**src/rtl/uart_rx_fifo.sv**
```systemverilog
// rtl/uart_rx_fifo.sv - receive byte FIFO behind uart_rx with FWFT read port and overrun tracking
module uart_rx_fifo #(
  parameter int DEPTH    = 16,
  parameter int AF_LEVEL = 12
) (
  input  logic                       clk,
  input  logic                       rst_n,
  input  logic [7:0]                 rx_data,
  input  logic                       rx_done,
  input  logic                       rd_ready,
  output logic [7:0]                 rd_data,
  output logic                       rd_valid,
  output logic [$clog2(DEPTH+1)-1:0] count,
  output logic                       full,
  output logic                       almost_full,
  output logic                       overrun,
  input  logic                       overrun_clr,
  output logic [7:0]                 drop_count
);

  localparam int AW = $clog2(DEPTH);
  localparam int CW = $clog2(DEPTH + 1);
  localparam logic [CW-1:0] DEPTH_C = CW'(DEPTH);
  localparam logic [CW-1:0] AF_C    = CW'(AF_LEVEL);

  logic [7:0]    mem_q [DEPTH];
  logic [AW-1:0] wr_ptr_q, wr_ptr_d;
  logic [AW-1:0] rd_ptr_q, rd_ptr_d;
  logic [CW-1:0] count_q, count_d;
  logic          overrun_q, overrun_d;
  logic [7:0]    drop_count_q, drop_count_d;
  logic          push, pop, drop;

  // Flags come only from registered count, so rd_ready never reaches an output combinationally.
  assign rd_valid    = (count_q != '0);
  assign full        = (count_q == DEPTH_C);
  assign almost_full = (count_q >= AF_C);
  assign count       = count_q;
  assign overrun     = overrun_q;
  assign drop_count  = drop_count_q;
  assign rd_data     = rd_valid ? mem_q[rd_ptr_q] : 8'h00;

  assign pop  = rd_valid & rd_ready;
  assign push = rx_done & (~full | pop);
  assign drop = rx_done & full & ~pop;

  always_comb begin
    wr_ptr_d     = wr_ptr_q;
    rd_ptr_d     = rd_ptr_q;
    count_d      = count_q;
    overrun_d    = overrun_q;
    drop_count_d = drop_count_q;

    if (push) wr_ptr_d = wr_ptr_q + AW'(1);
    if (pop)  rd_ptr_d = rd_ptr_q + AW'(1);

    case ({push, pop})
      2'b10:   count_d = count_q + CW'(1);
      2'b01:   count_d = count_q - CW'(1);
      default: count_d = count_q;
    endcase

    // A drop in the same cycle as a clear wins and restarts the tally at one.
    if (drop) begin
      overrun_d = 1'b1;
      if (overrun_clr)                drop_count_d = 8'd1;
      else if (drop_count_q != 8'hFF) drop_count_d = drop_count_q + 8'd1;
    end else if (overrun_clr) begin
      overrun_d    = 1'b0;
      drop_count_d = 8'd0;
    end
  end

  always_ff @(posedge clk or negedge rst_n) begin
    if (!rst_n) begin
      wr_ptr_q     <= '0;
      rd_ptr_q     <= '0;
      count_q      <= '0;
      overrun_q    <= 1'b0;
      drop_count_q <= 8'd0;
    end else begin
      wr_ptr_q     <= wr_ptr_d;
      rd_ptr_q     <= rd_ptr_d;
      count_q      <= count_d;
      overrun_q    <= overrun_d;
      drop_count_q <= drop_count_d;
    end
  end

  always_ff @(posedge clk) begin
    if (push) mem_q[wr_ptr_q] <= rx_data;
  end

endmodule
```
**config.mk**
```make
export PLATFORM = sky130hd
export DESIGN_NAME = uart_rx_fifo
export DESIGN_NICKNAME = d
export VERILOG_FILES = /design/src/rtl/uart_rx_fifo.sv
export SDC_FILE = /design/constraint.sdc
export NUM_CORES = 1
export LEC_CHECK = 0
export ABC_AREA = 1
export BUFFER_PORTS_ARGS = -buffer_cell sky130_fd_sc_hd__buf_2
export CORE_ASPECT_RATIO = 0.6
export CORE_MARGIN = 3
export CORE_UTILIZATION = 40
export DETAILED_ROUTE_END_ITERATION = 16
export GPL_TIMING_DRIVEN = 0
export PLACE_DENSITY = 0.61
export REMOVE_ABC_BUFFERS = 1
export SLEW_MARGIN = 20
export SYNTH_ARGS = -nofsm -noshare
export SYNTH_HDL_FRONTEND = slang
export SYNTH_SLANG_ARGS = --single-unit
export TNS_END_PERCENT = 10
```
**constraint.sdc**
```tcl
create_clock -name clk -period 3.5 [get_ports clk]
set_input_delay 0.175 -clock clk [delete_from_list [all_inputs] [get_ports clk]]
set_output_delay 0.175 -clock clk [all_outputs]
set_load 0.05 [all_outputs]
```
==> summary.md <==
| Metric | Value |
|---|---|
| Synth-to-Final Area Change | `15.3%` |
| Post-synthesis instance area | `between 6000 and 7000 um2` |
| Final Net Count | `slightly below 600` |
| Clock network latency to the later pin of the worst-skew pair | `0.42 ns` |
| Portion of netlist area occupied by mux cells | `0` |
| Internal Pwr Total | `approximately 0.0038 W` |
| Sw frac | `0.423` |
| Arrival time of data at the critical path endpoint | `3.12 ns` |
| Cell types with the largest area share after synthesis | `edfxtp_1, dfrtp_1, o21ai_0` |
| Pin count of the biggest net entering global routing | `39` |
| Nature of the critical path endpoint | `primary output` |
| Power density normalized to cell area | `approximately 900 nW/um2` |
| Startpoint of the worst-slack reg-to-reg timing path | `count[0]$_DFFE_PN0P_` |
| Global-route wire length before repair | `24.0 mm` |
| Starting density of the core | `0.423` |
| Fraction of layout instances using a drive strength above 1 | `0.155` |
| Total cell area at the placement stage | `6720 um2` |
| Combinational family with the most area after synthesis | `simple AND/OR/NAND/NOR gates` |
| Setup repair after global routing missed its margin | `no` |
| Compound-gate portion of the synthesized area | `0.120` |
| Maximum clock frequency | `0.303 GHz` |
| Placed wire-length estimate | `between 9 and 10 mm` |
| R2R cell count | `8` |
| Psw | `roughly 0.0028 W` |
| Violation count after the first detailed-routing iteration | `428` |
| Clock transition at path regs | `~0.060 ns` |
| Overall track demand over capacity in global routing | `0.180` |
| Portion of total power attributed to combinational logic | `0.359` |
| Crit start category | `flip-flop` |
| Worst-case clock buffer depth | `2` |
| Avg WL per Cell | `19.5 um` |
| End of the worst register-to-register path | `mem_q[7][1]$_DFFE_PP_` |
| Final worst setup slack | `slightly above 0.2 ns` |
| Total Neg Setup Slack | `0 ns` |
| Core Area | `~15000 um2` |
| Critical Path End | `rd_data[1]` |
| Register-to-register path setup slack | `approximately 1.1 ns` |
| I/O pins | `38` |
| Final Skew | `approximately 0.013 ns` |
| Clock network power share | `0.270` |
| Critical path startpoint | `rd_ptr_q[2]$_DFFE_PN0N_` |
| Share of synthesized area occupied by flip-flops and latches | `0.693` |
| Lkg Pwr | `2.65 nW` |
| Adder-cell share of the synthesized area | `0.0158` |
| Average footprint of a synthesized cell | `between 10 and 15 um2` |
| Maximum fanout encountered on the critical timing path | `18` |
| Share of the synthesized area in the top cell type | `0.606` |
| Number of hold-slack violations in the final timing report | `0` |
| Sequential share of power | `0.372` |
| Diodes inserted | `0` |
| Max-slew violation total from the final report | `0` |
| Port bufs | `37` |
| H-tree levels | `4` |
| Transition time of the tightest slew-check pin | `1.02 ns` |
| Antenna violations before repair | `0` |
| Vias in the first global route | `between 4000 and 5000` |
| Post-synthesis cell count | `531` |
| Worst supply voltage drop on vdd | `around 0.43 mV` |
| Max-Slew Margin vs Limit | `0.317` |
| Clock buffers created by TritonCTS | `17` |
| Vert. Die Dim | `104 um` |
| Warnings from Yosys | `0` |
| Die extent in x | `169 um` |
| DR pass1 iterations | `7` |
| Row cnt | `34` |
| Detailed-route vias per instance | `5.55` |
| Worst Setup Path Type | `reg2out` |
| Final std cell area, no fill | `7310 um2` |
| Drt total wl | `~15 mm` |
| # Post-CTS Setup Buffers | `0` |
| Global-route congestion overflow total | `0` |
| Max Cap Violations | `0` |
| Shortest period the worst path allows | `3.30 ns` |
| Fraction of synthesized cell area in xor and xnor cells | `0.0110` |
| Buffer type at the clock tree root | `clkbuf_16` |
| Biggest area consumer among synthesized cells | `edfxtp_1` |
| Synth cell types | `30` |
| Final setup violating endpoints | `0` |
| Number of storage elements in the synthesis netlist | `150` |
| TritonCTS clock tree | `done` |
| Portion of the clock cycle consumed by the worst path in the final layout | `0.942` |
| Data required time of the worst path | `approximately 3.3 ns` |
| Sinks on Clock Net | `150` |
| Routed via count | `approximately 4300` |
| Path type of the worst min-delay path | `in2reg` |
| Outcome | `finished clean` |
| Core Util, Final | `0.488` |
| Die Footprint | `about 17000 um2` |
| GPL Wtd Cong | `just under 0.8` |
| Synth Area in Simple Gates | `0.126` |
| Worst setup slack before clock tree synthesis | `0.169 ns` |
| Number of routed nets with antenna violations | `0` |
| Number of design rule violations left after detail routing | `0` |
cell usage in the layout, fill, tap and decap left out, drive strengths merged, types with 5 or more instances in the layout:
cell    instances
edfxtp        128
nor2          106
o21ai          80
nand2          47
buf            39
inv            34
nand3          23
o221ai         22
dfrtp          22
clkbuf         18
o22ai          10
a21oi          10
xor2            8
ha              8
nand4           7
clkinv          5
area by class of cell:
type                       instances  area (um2)
fill                            1314        7660
sequential                       150        4400
multi-input combinational        328        1730
clock buffer                      18         429
tap                              198         248
timing repair buffer              40         243
clock inverter                    14         143
inverter                          29         113
timing repair inverter             1        7.51
logic make-up after synthesis:
logic type,after synthesis
adder cells (fa/ha/maj),8
flip-flops,150
AND/OR/NAND/NOR,183
buffers and inverters,53
XOR/XNOR,8
AO/OA/AOI/OAI,129
worst min-delay path by stage:
stage | cells past startpoint | start | slack, ns | end
after global placement | 1 | rst_n | 0.18 | count[4]$_DFFE_PN0P_
after detailed placement | 1 | rst_n | 0.19 | count[4]$_DFFE_PN0P_
final | 3 | overrun_clr | 0.10 | drop_count[6]$_DFFE_PN0P_
after global routing | 3 | overrun_clr | 0.09 | drop_count[6]$_DFFE_PN0P_
after floorplan | 0 | rst_n | -0.12 | count[0]$_DFFE_PN0P_
after CTS | 3 | overrun_clr | 0.08 | drop_count[6]$_DFFE_PN0P_
state kept, by name, summed over array words and instances, names as in the netlist:
register    flops
wr_ptr_q        4
overrun         1
count           5
rd_ptr_q        4
drop_count      8
mem_q         128
cell usage after synthesis, drive strengths merged:
library cell and number:
edfxtp 128, nor2 106, o21ai 80, nand2 47, inv 28, nand3 23
dfrtp 22, o221ai 22, buf 13, clkbuf 11, a21oi 10, o22ai 10
ha 8, xor2 8, nand4 7, o21a 4, a31oi 2, clkinv 1
o211ai 1
worst max-delay path, stage by stage, from the launching register on:
cell      delay, ns
dfrtp_1        0.83
clkinv_1       0.82
o221ai_1       0.39
nand3_1        0.16
a21oi_1        0.20
buf_2          0.30
metrics by stage:
step                hold WS [ns]  instances  power (W)
floorplan                 -0.121        507    0.00400
finish                     0.105        778    0.00658
detailed placement         0.191        744    0.00483
global placement           0.179        742    0.00471
global route              0.0897        778    0.00695
CTS                       0.0820        778    0.00661
power by group through the flow:
stage	Combinational (W)	Clock [W]	Sequential (W)
after floorplan	0.00150	0	0.00251
after global placement	0.00220	0	0.00251
after detailed placement	0.00236	0	0.00247
after CTS	0.00237	0.00180	0.00244
after global routing	0.00258	0.00189	0.00247
final	0.00236	0.00177	0.00244
per-layer routing:
| layer | routed length (um) | vias to the layer above | GRT usage |
|---|---|---|---|
| li1 | - | 2005 | - |
| met1 | 7320 | 2167 | 0.279 |
| met2 | 6750 | 139 | 0.253 |
| met3 | 1040 | 10 | 0.0434 |
| met4 | 88 | 0 | 0.0467 |
| met5 | 0 | - | 0 |
repair_timing:
| item | in CTS | in global routing |
|---|---|---|
| hold endpoints to repair | 22 | 0 |
| gates resized for setup | 3 | 0 |
| hold buffers | 1 | 0 |
| endpoints found under the setup margin | 8 | 0 |
Power figures use the tool's default switching activity.
